**config.mk**
```make
export PLATFORM = sky130hd
export DESIGN_NAME = turn_sequencer
export DESIGN_NICKNAME = d
export VERILOG_FILES = /design/src/rtl/turn_sequencer.sv
export SDC_FILE = /design/constraint.sdc
export NUM_CORES = 1
export LEC_CHECK = 0
export CAP_MARGIN = 20
export CORE_MARGIN = 5
export CORE_UTILIZATION = 50
export CTS_CLUSTER_DIAMETER = 40
export DETAILED_ROUTE_END_ITERATION = 6
export GPL_TIMING_DRIVEN = 0
export MAX_ROUTING_LAYER = met4
export PLACE_DENSITY = 0.76
export SKIP_LAST_GASP = 1
export SLEW_MARGIN = 40
export SYNTH_ARGS = -nofsm -noshare
export SYNTH_HDL_FRONTEND = slang
export SYNTH_SLANG_ARGS = --single-unit
```
**constraint.sdc**
```tcl
create_clock -name clk -period 11.4 [get_ports clk]
set_clock_uncertainty 0.1 [all_clocks]
set_input_delay 2.85 -clock clk [delete_from_list [all_inputs] [get_ports clk]]
set_output_delay 2.85 -clock clk [all_outputs]
set_load 0.005 [all_outputs]
```
**src/rtl/turn_sequencer.sv**
```systemverilog
// turn_sequencer: turn order, track positions and tail captures for the chicken-chase game
module turn_sequencer #(
  parameter int TRACK_LEN = 24,
  parameter int POS_W     = 5
) (
  input  logic               clk,
  input  logic               rst,
  input  logic               init_i,
  input  logic [2:0]         nplayers_i,
  input  logic               move_i,
  input  logic               miss_i,
  output logic               ready_o,
  output logic [1:0]         cur_player_o,
  output logic [4*POS_W-1:0] pos_bus_o,
  output logic [11:0]        tails_bus_o,
  output logic               win_o,
  output logic [1:0]         winner_o
);
  typedef enum logic [2:0] {IDLE, SETUP, PLAY, MOVE, RESOLVE, WON} state_t;
  localparam logic [POS_W-1:0] LAST = POS_W'(TRACK_LEN - 1);
  state_t           state_q;
  logic [2:0]       n_q, n_d;
  logic [1:0]       cur_q, cur_d, winner_q, jsel;
  logic [POS_W-1:0] pos_q [4];
  logic [2:0]       tails_q [4];
  logic [POS_W-1:0] step, pos_d;
  logic [2:0]       tails_d;
  logic             win_q, found;
  assign n_d     = nplayers_i < 3'd2 ? 3'd2 : nplayers_i > 3'd4 ? 3'd4 : nplayers_i;
  assign step    = n_q == 3'd2 ? POS_W'(TRACK_LEN / 2) : n_q == 3'd3 ? POS_W'(TRACK_LEN / 3) : POS_W'(TRACK_LEN / 4);
  assign cur_d   = {1'b0, cur_q} + 3'd1 == n_q ? 2'd0 : cur_q + 2'd1;
  assign pos_d   = pos_q[cur_q] == LAST ? '0 : pos_q[cur_q] + 1'b1;
  assign tails_d = tails_q[cur_q] + (found ? tails_q[jsel] : 3'd0);
  // descending scan so the lowest-index victim is the one kept
  always_comb begin
    found = 1'b0;
    jsel  = 2'd0;
    for (int j = 3; j >= 0; j--)
      if (2'(j) != cur_q && 3'(j) < n_q && tails_q[j] != 3'd0 && pos_q[j] == pos_q[cur_q]) begin
        found = 1'b1;
        jsel  = 2'(j);
      end
  end
  always_ff @(posedge clk) begin
    if (rst) begin
      state_q  <= IDLE;
      n_q      <= 3'd2;
      cur_q    <= 2'd0;
      win_q    <= 1'b0;
      winner_q <= 2'd0;
      for (int i = 0; i < 4; i++) begin
        pos_q[i]   <= '0;
        tails_q[i] <= 3'd0;
      end
    end else if (init_i) begin
      state_q <= SETUP;
      n_q     <= n_d;
      win_q   <= 1'b0;
    end else begin
      case (state_q)
        SETUP: begin
          for (int i = 0; i < 4; i++) begin
            pos_q[i]   <= 3'(i) < n_q ? POS_W'(i) * step : '0;
            tails_q[i] <= 3'(i) < n_q ? 3'd1 : 3'd0;
          end
          cur_q   <= 2'd0;
          state_q <= PLAY;
        end
        PLAY: begin
          if (move_i) state_q <= MOVE;
          else if (miss_i) cur_q <= cur_d;
        end
        MOVE: begin
          pos_q[cur_q] <= pos_d;
          state_q      <= RESOLVE;
        end
        RESOLVE: begin
          tails_q[cur_q] <= tails_d;
          if (found) tails_q[jsel] <= 3'd0;
          if (tails_d == n_q) begin
            state_q  <= WON;
            win_q    <= 1'b1;
            winner_q <= cur_q;
          end else state_q <= PLAY;
        end
        default: ;
      endcase
    end
  end
  for (genvar g = 0; g < 4; g++) begin : g_bus
    assign pos_bus_o[g*POS_W +: POS_W] = pos_q[g];
    assign tails_bus_o[g*3 +: 3]       = tails_q[g];
  end
  assign ready_o      = state_q == PLAY;
  assign cur_player_o = cur_q;
  assign win_o        = win_q;
  assign winner_o     = winner_q;
endmodule

```
==> results of run 1 <==
## cells in the final DEF, fill, tap and decap left out, drive strengths merged, types with 11 or more instances in the layout
| cell type | instances |
|---|---|
| nand3 | 24 |
| o21ai | 16 |
| inv | 13 |
| dfxtp | 25 |
| a21oi | 15 |
| mux2i | 14 |
| clkdlybuf4s50 | 43 |
| nor3 | 12 |
| xnor2 | 21 |
| nor2 | 28 |
| edfxtp | 20 |
| nand2 | 32 |
| clkbuf | 11 |
| xor2 | 17 |
## layout make-up
class | count | area (sq um)
tap | 77 | 96.3
clock inverter | 3 | 41.3
sequential | 45 | 1100
fill | 540 | 2460
multi-input combinational | 268 | 1940
inverter | 13 | 48.8
timing repair buffer | 43 | 430
buffer | 14 | 91.3
clock buffer | 5 | 68.8
## logic make-up (layout without fill, tap and decap cells)
family	Yosys count	count (layout)
buf+inv	27	78
mux	22	22
xor+xnor	39	39
fa+ha+maj	8	8
flops	45	45
simple gates	131	131
compound gates	68	68
## state kept, by name (all words and copies together), names as in the netlist, named ones only
name / count
win_o: 1
cur_player_o: 2
winner_o: 2
tails_q: 12
pos_q: 20
state_q: 3
n_q: 3
## metal layers
layer / global-route usage [%] / wire length (microns)
met4: 7.31 / 175
met5: - / 0
met2: 33.6 / 3920
met1: 30.3 / 3730
met3: 2.28 / 432
## worst paths after layout
kind              startpoint           to
min              winner_o[1]  winner_o[1]
max reg2reg  cur_player_o[0]  winner_o[1]
max                   init_i  pos_q[0][1]
min reg2reg      winner_o[1]  winner_o[1]
## report_power, final
group          switching [mW]  internal [mW]
registers             0.00839          0.173
logic                  0.0212         0.0214
clock network          0.0531         0.0645
## critical path, stage by stage
cell and delay [ns]:
clkbuf_1 0.33, inv_1 0.22, a31oi_1 0.47, clkbuf_1 0.48, nand2_1 0.29
## stage by stage
| stage | power, mW | utilization, % |
|---|---|---|
| final | 0.341 | 60.8 |
| after global routing | 0.355 | 60.8 |
| after CTS | 0.342 | 60.8 |
| after detailed placement | 0.227 | 59.0 |
| after global placement | 0.226 | 58.9 |
| after floorplan | 0.209 | - |
==> impl_results.md, run 1 <==
* Final ANT Viol Nets at 0
* Synth Warn # at 0
* Synth Area in Adders at under 10%
* WS Path Type: in2reg
* Status: finished, final reports clean
* Routed vias/inst at 6.10
* PortBufs at 43
* Core ar. at 0.00628 sq mm
* Root Buffer: clkbuf_8
* Instance area at placement at approximately 0.0037 sq mm
* Post-Synth XOR/XNOR Area at 11.2%
* Dpl cells at 460
* Top cells by count, synth: nand2_1 (32), nor2_1 (28), dfxtp_1 (25), nand3_1 (24), xnor2_1 (21)
* Async SR Flop Fraction at 0%
* CTS tree: done
* Area Growth Syn to Fin at 20.2%
* Critical Path RT at 11.29 ns
* Count leader, synth: nand2_1
* Gr ovfl total at 0
* Hold buffer count at CTS at 0
* Max-Cap Viols at 0
* Largest family of logic cells by synthesized area: simple AND/OR/NAND/NOR gates
* Clk pin slew, worst setup/hold paths at 0.08 ns
* Mux cell area share after synthesis at 10.2%
* Post-synth net total at between 300 and 400
* # DRC at 0
* Total vias in the final route at 2,856
* Post-DP HPWL at between 6 and 7 mm
* Place WS at roughly 6.4 ns
* DR pass1 iterations at 5
* Worst skew pair latency at 0.30 ns
* Part of the Yosys area used for sequential elements at 34.7%
* Predominant post-synthesis flop cell: dfxtp_1
* Post-synth top area share at 18.9%
* Post-Synthesis Cells at 340
* Final Hold Viols at 0
* Yosys top cell by area: edfxtp_1
* Hold Crit Class: reg2reg
* Via count of the first global-routing pass at 2,599
* Smallest hold slack at 0.376 ns
* Final period utilization at around two fifths
* Post-Layout Inst Area at 0.00381 sq mm
* Pin count of the biggest net entering global routing at 15
* Share of layout cells above drive strength 1 at 8.95%
* Die W at 89.6 microns
* Slew Viols, Final at 0
* Clk buf depth at 2
* Leakage power at 1.30 nW
* Slew @ Worst Pin at 0.592 ns
* Avg Cell Area, Syn at 9.33 sq um
* Iter 0 DRT Violations at between 200 and 250
* Area of the die at ~0.0080 sq mm
* DIE HEIGHT at 89.6 microns
* Max frequency at 210 MHz
* Post-route insts no fill at roughly 470
* Critical Path AT at 4.64 ns
* Synth area leaders: edfxtp_1 (19%), dfxtp_1 (16%), xnor2_1 (5.8%)
* R2R setup slack at just over 7 ns
* Synth Area in Compound Gates at 15.1%
* Count of flip-flops with a built-in enable after synthesis at 20
* GPL Wtd Cong at 0.868
* Hold-critical path depth at 2
* Setup Fix Bufs, Post-CTS at 0
* Initial antenna violation count at 0
* Worst R2R Path Depth at 15
* Max IR drop VDD at 0.0825 mV
* H-tree Lvls at 2
* RSZ-0062 raised after global routing: false
* CTS buffer count at 5
* Final setup fails at 0
* Routed WL at between 8 and 9 mm
* Layout Nets at between 400 and 500
* Core Rows at 29
* Simple-gate portion of the synthesized area at 20.9%
* Min Clock Period, post-route at 4.76 ns
* Cell variety after synth at 64
* Crit start category: primary input
* Final WS setup at 6.64 ns
* FF+latch count, synth at 45
* CTS Sinks at 45
* Power density cells at ~90 mW/mm^2
* Resize count post-CTS at 0
* Synthesized area at 0.00317 sq mm
* Slew headroom at ~60%
* Top Ports at 46
* ANT cells at 0
* CP Capture Type: register
* Global-route wire length before repair at 13.2 mm
* Maximum fanout along the worst path at 10
* Total Routing Usage GR at a little over a fifth
* Fin Setup TNS at 0 ns
* WL/cell at between 15 and 20 microns
* Initial Util at 50.5%
Power figures use the tool's default switching activity.
==> inputs of run 2 (changes only) <==
--- a/config.mk
+++ b/config.mk
@@ -12,7 +12,7 @@
 export DETAILED_ROUTE_END_ITERATION = 6
 export GPL_TIMING_DRIVEN = 0
 export MAX_ROUTING_LAYER = met4
-export PLACE_DENSITY = 0.76
+export PLACE_DENSITY = 0.79
 export SKIP_LAST_GASP = 1
 export SLEW_MARGIN = 40
 export SYNTH_ARGS = -nofsm -noshare
==> constraint.sdc (replaced) <==
create_clock -name clk -period 4.2 [get_ports clk]
set_clock_uncertainty 0.1 [all_clocks]
set_input_delay 1.05 -clock clk [delete_from_list [all_inputs] [get_ports clk]]
set_output_delay 1.05 -clock clk [all_outputs]
set_load 0.005 [all_outputs]
==> impl_results.md, run 2 (synthesis gave the netlist of run 1 again) <==
* Status: finished, final reports clean (unchanged)
* Worst r2r src: cur_player_o[0] (unchanged)
* Slew Viols, Final at 0 (unchanged)
* Worst R2R Path Depth at 13 (was 15)
* Core Rows at 29 (unchanged)
* Initial antenna violation count at 0 (unchanged)
* Critical Path AT at 4.12 ns (was 4.64 ns)
* Fill cells at 523 (was 540)
* Initial Util at 50.5% (unchanged)
* Slew @ Worst Pin at 0.614 ns (was 0.592 ns)
* Final ANT Viol Nets at 0 (unchanged)
* Layout Nets at 407 (was 406)
* Max IR drop VDD at 0.212 mV (was 0.0825 mV)
* Leakage power at 1.32 nW (was 1.30 nW)
* Max frequency at between 200 and 300 MHz
* Gr ovfl total at 0 (unchanged)
* Global-route wire length before repair at 13.6 mm (was 13.2 mm)
* Post-DP HPWL at 6.52 mm (was 6.34 mm)
* Final period utilization at 94.9%
* CP Capture Type: register (unchanged)
* Final setup fails at 0 (unchanged)
* Worst skew pair latency at 0.30 ns (about the same)
* Critical Path RT at 4.33 ns (was 11.29 ns)
* Largest register FFs at 20 (unchanged)
* Slew headroom at 58.9% (was 60.2%)
* Commonest non-fill, non-tap cell in the layout: clkdlybuf4s50_1 (unchanged)
* Top Ports at 46 (unchanged)
* Max-Cap Viols at 0 (unchanged)
* Via count of the first global-routing pass at 2,769 (was 2,599)
* Clk pin slew, worst setup/hold paths at 0.08 ns (about the same)
* Area of the die at 0.00804 sq mm (unchanged)
* CTS tree: done (unchanged)
* H-tree Lvls at 2 (unchanged)
* Iter 0 DRT Violations at 244 (was 207)
* Routed WL at 8.62 mm (was 8.26 mm)
* RSZ-0062 raised after global routing: false (unchanged)
* DIE HEIGHT at 89.6 microns (unchanged)
* Regs by FF count: pos_q (20), tails_q (12) (unchanged)
* WS Path Type: reg2reg (was in2reg)
* Commonest cells after routing, fill and taps aside: clkdlybuf4s50_1 (43), nand2_1 (32), nor2_1 (28) (unchanged)
* Share of layout cells above drive strength 1 at 10.7% (was 8.95%)
* Total vias in the final route at 2,894 (was 2,856)
* Routed vias/inst at 6.17 (was 6.10)
* # DRC at 0 (unchanged)
* Core ar. at 0.00628 sq mm (unchanged)
* Largest register by flop count: pos_q (unchanged)
* ANT cells at 0 (unchanged)
* Clk buf depth at 2 (unchanged)
* Area Growth Syn to Fin at 21.7% (was 20.2%)
* Maximum fanout along the worst path at 7 (was 10)
* Hold Crit Class: reg2reg (unchanged)
* Crit start category: register (was primary input)
* WL/cell at 18.4 microns (was 17.7 microns)
* Crit. Startpoint: cur_player_o[0] (was init_i)
* Min Clock Period, post-route at 3.99 ns
* GPL Wtd Cong at 0.915 (was 0.868)
* PortBufs at 43 (unchanged)
* DR pass1 iterations at 5 (unchanged)
* Root Buffer: clkbuf_8 (unchanged)
* Power density cells at 245 mW/mm^2 (was 89.5 mW/mm^2)
* Final Total Pwr at 0.945 mW (was 0.341 mW)
* Hold_sp: winner_o[1] (unchanged)
* Die W at 89.6 microns (unchanged)
* CTS Sinks at 45 (unchanged)
* Hold buffer count at CTS at 0 (unchanged)
* Pin count of the biggest net entering global routing at 14 (was 15)
* Final Hold Viols at 0 (unchanged)
* CTS buffer count at 5 (unchanged)
* Total Routing Usage GR at 22.6% (was 21.9%)
* Hold-critical path depth at 2 (unchanged)
* Final Util at 61.5% (was 60.8%)
run 2: changes by cell type in the layout (fill, tap and decap cells not counted), sizes merged:
cell,change
buf,+1
clkinv,-1
clkbuf,+2
clkinvlp,-1
run 2: layout make-up:
cell class / count / area (sq um) / area share [%]
Buffer: 14 / 91.3 / 2.37
Clock buffer: 7 / 86.3 / 2.24
Clock inverter: 1 / 30.0 / 0.778
Inverter: 13 / 48.8 / 1.26
Multi-Input combinational cell: 268 / 1970 / 50.9
Sequential cell: 45 / 1100 / 28.6
Tap cell: 77 / 96.3 / 2.50
Timing Repair Buffer: 44 / 438 / 11.3
run 2: layer usage:
| metal | vias up | GRT usage, % | wire [microns] |
|---|---|---|---|
| met3 | 17 | 3.28 | 541 |
| met2 | 134 | 37.2 | 4390 |
| met1 | 1393 | 28.5 | 3560 |
| li1 | 1350 | - | - |
| met4 | 0 | 7.58 | 136 |
| met5 | - | - | 0 |
run 2: worst max-delay path, stage by stage (launching register included):
cell      delay [ns]
dfxtp_2         0.41
inv_1           0.10
ha_1            0.31
or4_1           0.54
a21oi_1         0.19
o221ai_2        0.17
or2_1           0.32
a22oi_1         0.20
ha_1            0.20
fa_1            0.54
xor2_1          0.20
nor3_2          0.22
and3_4          0.24
mux2i_1         0.18
run 2: worst paths after layout:
path | end | slack, ns
worst max-delay path | winner_o[0] | 0.21
worst min-delay path | winner_o[1] | 0.36
worst max register to register | winner_o[0] | 0.21
worst min register to register | winner_o[1] | 0.36
run 2: timing repair:
action / 4_1_cts / 5_1_grt
resized for setup: 1 / 6
pin swaps: 0 / 1
setup endpoints to repair: 5 / 10
setup buffers: 0 / 1
run 2: per-stage QoR:
stage                     instances  instance area [sq um]  hold WS (ns)  setup WS (ns)  TNS [ns]
after floorplan                 340                   3170         0.351          0.517         0
after global placement          460                   3700         0.348        0.00853         0
after detailed placement        460                   3700         0.348        -0.0447   -0.0901
after CTS                       468                   3830         0.365         0.0103         0
after global routing            469                   3860         0.388         0.0124         0
final                           469                   3860         0.362          0.213         0
run 2: where the power goes:
part | internal (mW) | total (mW) | switching (mW)
clock | 0.194 | 0.336 | 0.142
sequential | 0.469 | 0.492 | 0.0234
combinational | 0.0584 | 0.117 | 0.0586
==> inputs of run 3 (changes only) <==
--- a/config.mk
+++ b/config.mk
@@ -13,6 +13,7 @@
 export GPL_TIMING_DRIVEN = 0
 export MAX_ROUTING_LAYER = met4
 export PLACE_DENSITY = 0.79
+export RECOVER_POWER = 100
 export SKIP_LAST_GASP = 1
 export SLEW_MARGIN = 40
 export SYNTH_ARGS = -nofsm -noshare
==> impl_results.md, run 3 (synthesis gave the netlist of run 1 again) <==
* Largest register FFs at 20 (unchanged)
* Layout Nets at 407 (unchanged)
* WS Path Type: reg2reg (unchanged)
* Register area at 0.00110 sq mm (unchanged)
* Min Clock Period, post-route at 3.98 ns (was 3.99 ns)
* Core Rows at 29 (unchanged)
* Area of the die at 0.00804 sq mm (unchanged)
* Clk pwr share at 35.6% (about the same)
* Worst skew pair latency at 0.30 ns (about the same)
* Status: finished, final reports clean (unchanged)
* ANT cells at 0 (unchanged)
* # DRC at 0 (unchanged)
* Post-Layout Inst Area at 0.00386 sq mm (unchanged)
* R2R setup slack at 0.22 ns (was 0.21 ns)
* CP max stage cell: or4_1 (unchanged)
* Pin count of the biggest net entering global routing at 14 (unchanged)
* CTS Sinks at 45 (unchanged)
* Global-route wire length before repair at 13.6 mm (unchanged)
* Largest stage delay, worst path at 0.54 ns (about the same)
* Hold buffer count at CTS at 0 (unchanged)
* Place WS at -0.0447 ns (unchanged)
* Crit start category: register (unchanged)
* Die W at 89.6 microns (unchanged)
* CP cell instances: inv_1, ha_1, or4_1, a21oi_1, o221ai_2, or2_1, a22oi_1, ha_1, fa_1, xor2_1, nor3_2, and3_4, mux2i_1 (unchanged)
* Area Growth Syn to Fin at 21.7% (unchanged)
* Final setup fails at 0 (unchanged)
* Commonest cells after routing, fill and taps aside: dlygate4sd3_1 (38), nand2_1 (32), nor2_1 (28) (was clkdlybuf4s50_1 (43), nand2_1 (32), nor2_1 (28))
* Clk pin slew, worst setup/hold paths at 0.08 ns (about the same)
* H-tree Lvls at 2 (unchanged)
* Final period utilization at 94.8% (was 94.9%)
* Power density cells at 243 mW/mm^2 (was 245 mW/mm^2)
* Most common cell on crit path: ha_1 (unchanged)
* Final Total Pwr at 0.939 mW (was 0.945 mW)
* Max IR drop VDD at 0.212 mV (about the same)
* Commonest non-fill, non-tap cell in the layout: dlygate4sd3_1 (was clkdlybuf4s50_1)
* RSZ-0062 raised after global routing: false (unchanged)
* DIE HEIGHT at 89.6 microns (unchanged)
* Total Routing Usage GR at 22.6% (unchanged)
* Instance area at placement at 0.00370 sq mm (unchanged)
* Max-Cap Viols at 0 (unchanged)
* P_sw at 0.222 mW (was 0.224 mW)
* Final ANT Viol Nets at 0 (unchanged)
* Core ar. at 0.00628 sq mm (unchanged)
* DR pass1 iterations at 6 (was 5)
* GPL Wtd Cong at 0.915 (unchanged)
* Leakage power at 1.40 nW (was 1.32 nW)
* Routed vias/inst at 6.15 (was 6.17)
* Root Buffer: clkbuf_8 (unchanged)
* Initial Util at 50.5% (unchanged)
* Net Sw Frac at 23.6% (was 23.7%)
* Share of layout cells above drive strength 1 at 10.7% (unchanged)
* Iter 0 DRT Violations at 233 (was 244)
* PortBufs at 43 (unchanged)
* Delay-heaviest family, CP: simple AND/OR/NAND/NOR gates (unchanged)
* Largest register by flop count: pos_q (unchanged)
* Int Power at 0.717 mW (was 0.721 mW)
* Clk buf depth at 2 (unchanged)
* CP bufs+invs at 1 (unchanged)
* Hold Crit Class: reg2reg (unchanged)
* Via count of the first global-routing pass at 2,769 (unchanged)
* Final Hold Viols at 0 (unchanged)
* WL/cell at 18.4 microns (unchanged)
* Fin Setup TNS at 0 ns (unchanged)
* Max frequency at 251 MHz (about the same)
* CTS buffer count at 5 (unchanged)
* Routed WL at 8.62 mm (unchanged)
* CTS tree: done (unchanged)
* Comb power frac at 12.0% (was 12.4%)
* Slew Viols, Final at 0 (unchanged)
* Fill cells at 523 (unchanged)
* Critical Path AT at 4.11 ns (was 4.12 ns)
* Area of the multi-input gates at 0.00197 sq mm (unchanged)
* Total vias in the final route at 2,884 (was 2,894)
* Sequential Power Share at 52.4% (was 52.1%)
* Top Ports at 46 (unchanged)
* Critical Path RT at 4.33 ns (about the same)
* Slew @ Worst Pin at 0.608 ns (was 0.614 ns)
* Initial antenna violation count at 0 (unchanged)
* Gr ovfl total at 0 (unchanged)
* Post-DP HPWL at 6.52 mm (unchanged)
* CP Capture Type: register (unchanged)
* Regs by FF count: pos_q (20), tails_q (12) (unchanged)
* Slew headroom at 59.3% (was 58.9%)
* Maximum fanout along the worst path at 7 (unchanged)
* Final WS setup at 0.220 ns (was 0.213 ns)
-- run 3: cell types whose count changed in the layout (fill, tap and decap cells not counted), sizes merged --
cell           delta
clkdlybuf4s50    -38
dlygate4sd3      +38
-- run 3: worst paths after layout --
kind,depth (start not counted),end,from
max,13,winner_o[0],cur_player_o[0]
min,2,winner_o[1],winner_o[1]
max reg2reg,13,winner_o[0],cur_player_o[0]
min reg2reg,2,winner_o[1],winner_o[1]
-- run 3: metrics by stage --
stage / hold WS, ns / utilization (%) / cells
after global routing: 0.386 / 61.5 / 469
after CTS: 0.365 / 61.0 / 468
after detailed placement: 0.348 / 59.0 / 460
after global placement: 0.348 / 58.9 / 460
after floorplan: 0.351 / - / 340
final: 0.358 / 61.5 / 469
-- run 3: power by group through the flow --
stage / Sequential, mW / Clock [mW] / Combinational, mW
2_1_floorplan: 0.495 / 0 / 0.0725
3_3_place_gp: 0.501 / 0 / 0.113
3_5_place_dp: 0.502 / 0 / 0.115
4_1_cts: 0.492 / 0.338 / 0.116
5_1_grt: 0.493 / 0.356 / 0.123
6_report: 0.492 / 0.334 / 0.113
-- run 3: metal layers --
layer	routed length (microns)	global-route usage (%)	vias to the layer above	share of wire (%)
li1	-	-	1348	-
met1	3500	28.5	1384	41
met2	4410	37.2	138	51
met3	579	3.28	14	6.7
met4	128	7.58	0	1.5
met5	0	-	-	0
-- run 3: worst min-delay path, cell delays in order (launching register included) --
cell	delay, ns
dfxtp_1	0.31
nand2_1	0.05
mux2i_1	0.05
-- run 3: what timing repair did --
item | 4_1_cts | 5_1_grt
pin swaps | 0 | 1
setup endpoints to repair | 5 | 10
setup buffers | 0 | 1
gates resized for setup | 1 | 6
gates cloned | 0 | 0
-- run 3: cell type report --
| cell class | count | share of cell area (%) |
|---|---|---|
| clock buffers | 7 | 2.24 |
| flip-flops and latches | 45 | 28.6 |
| plain buffers | 14 | 2.37 |
| clock inverters | 1 | 0.778 |
| inverters | 13 | 1.26 |
| multi-input cells | 268 | 50.9 |
| well taps | 77 | 2.50 |
| repair buffers | 44 | 11.3 |
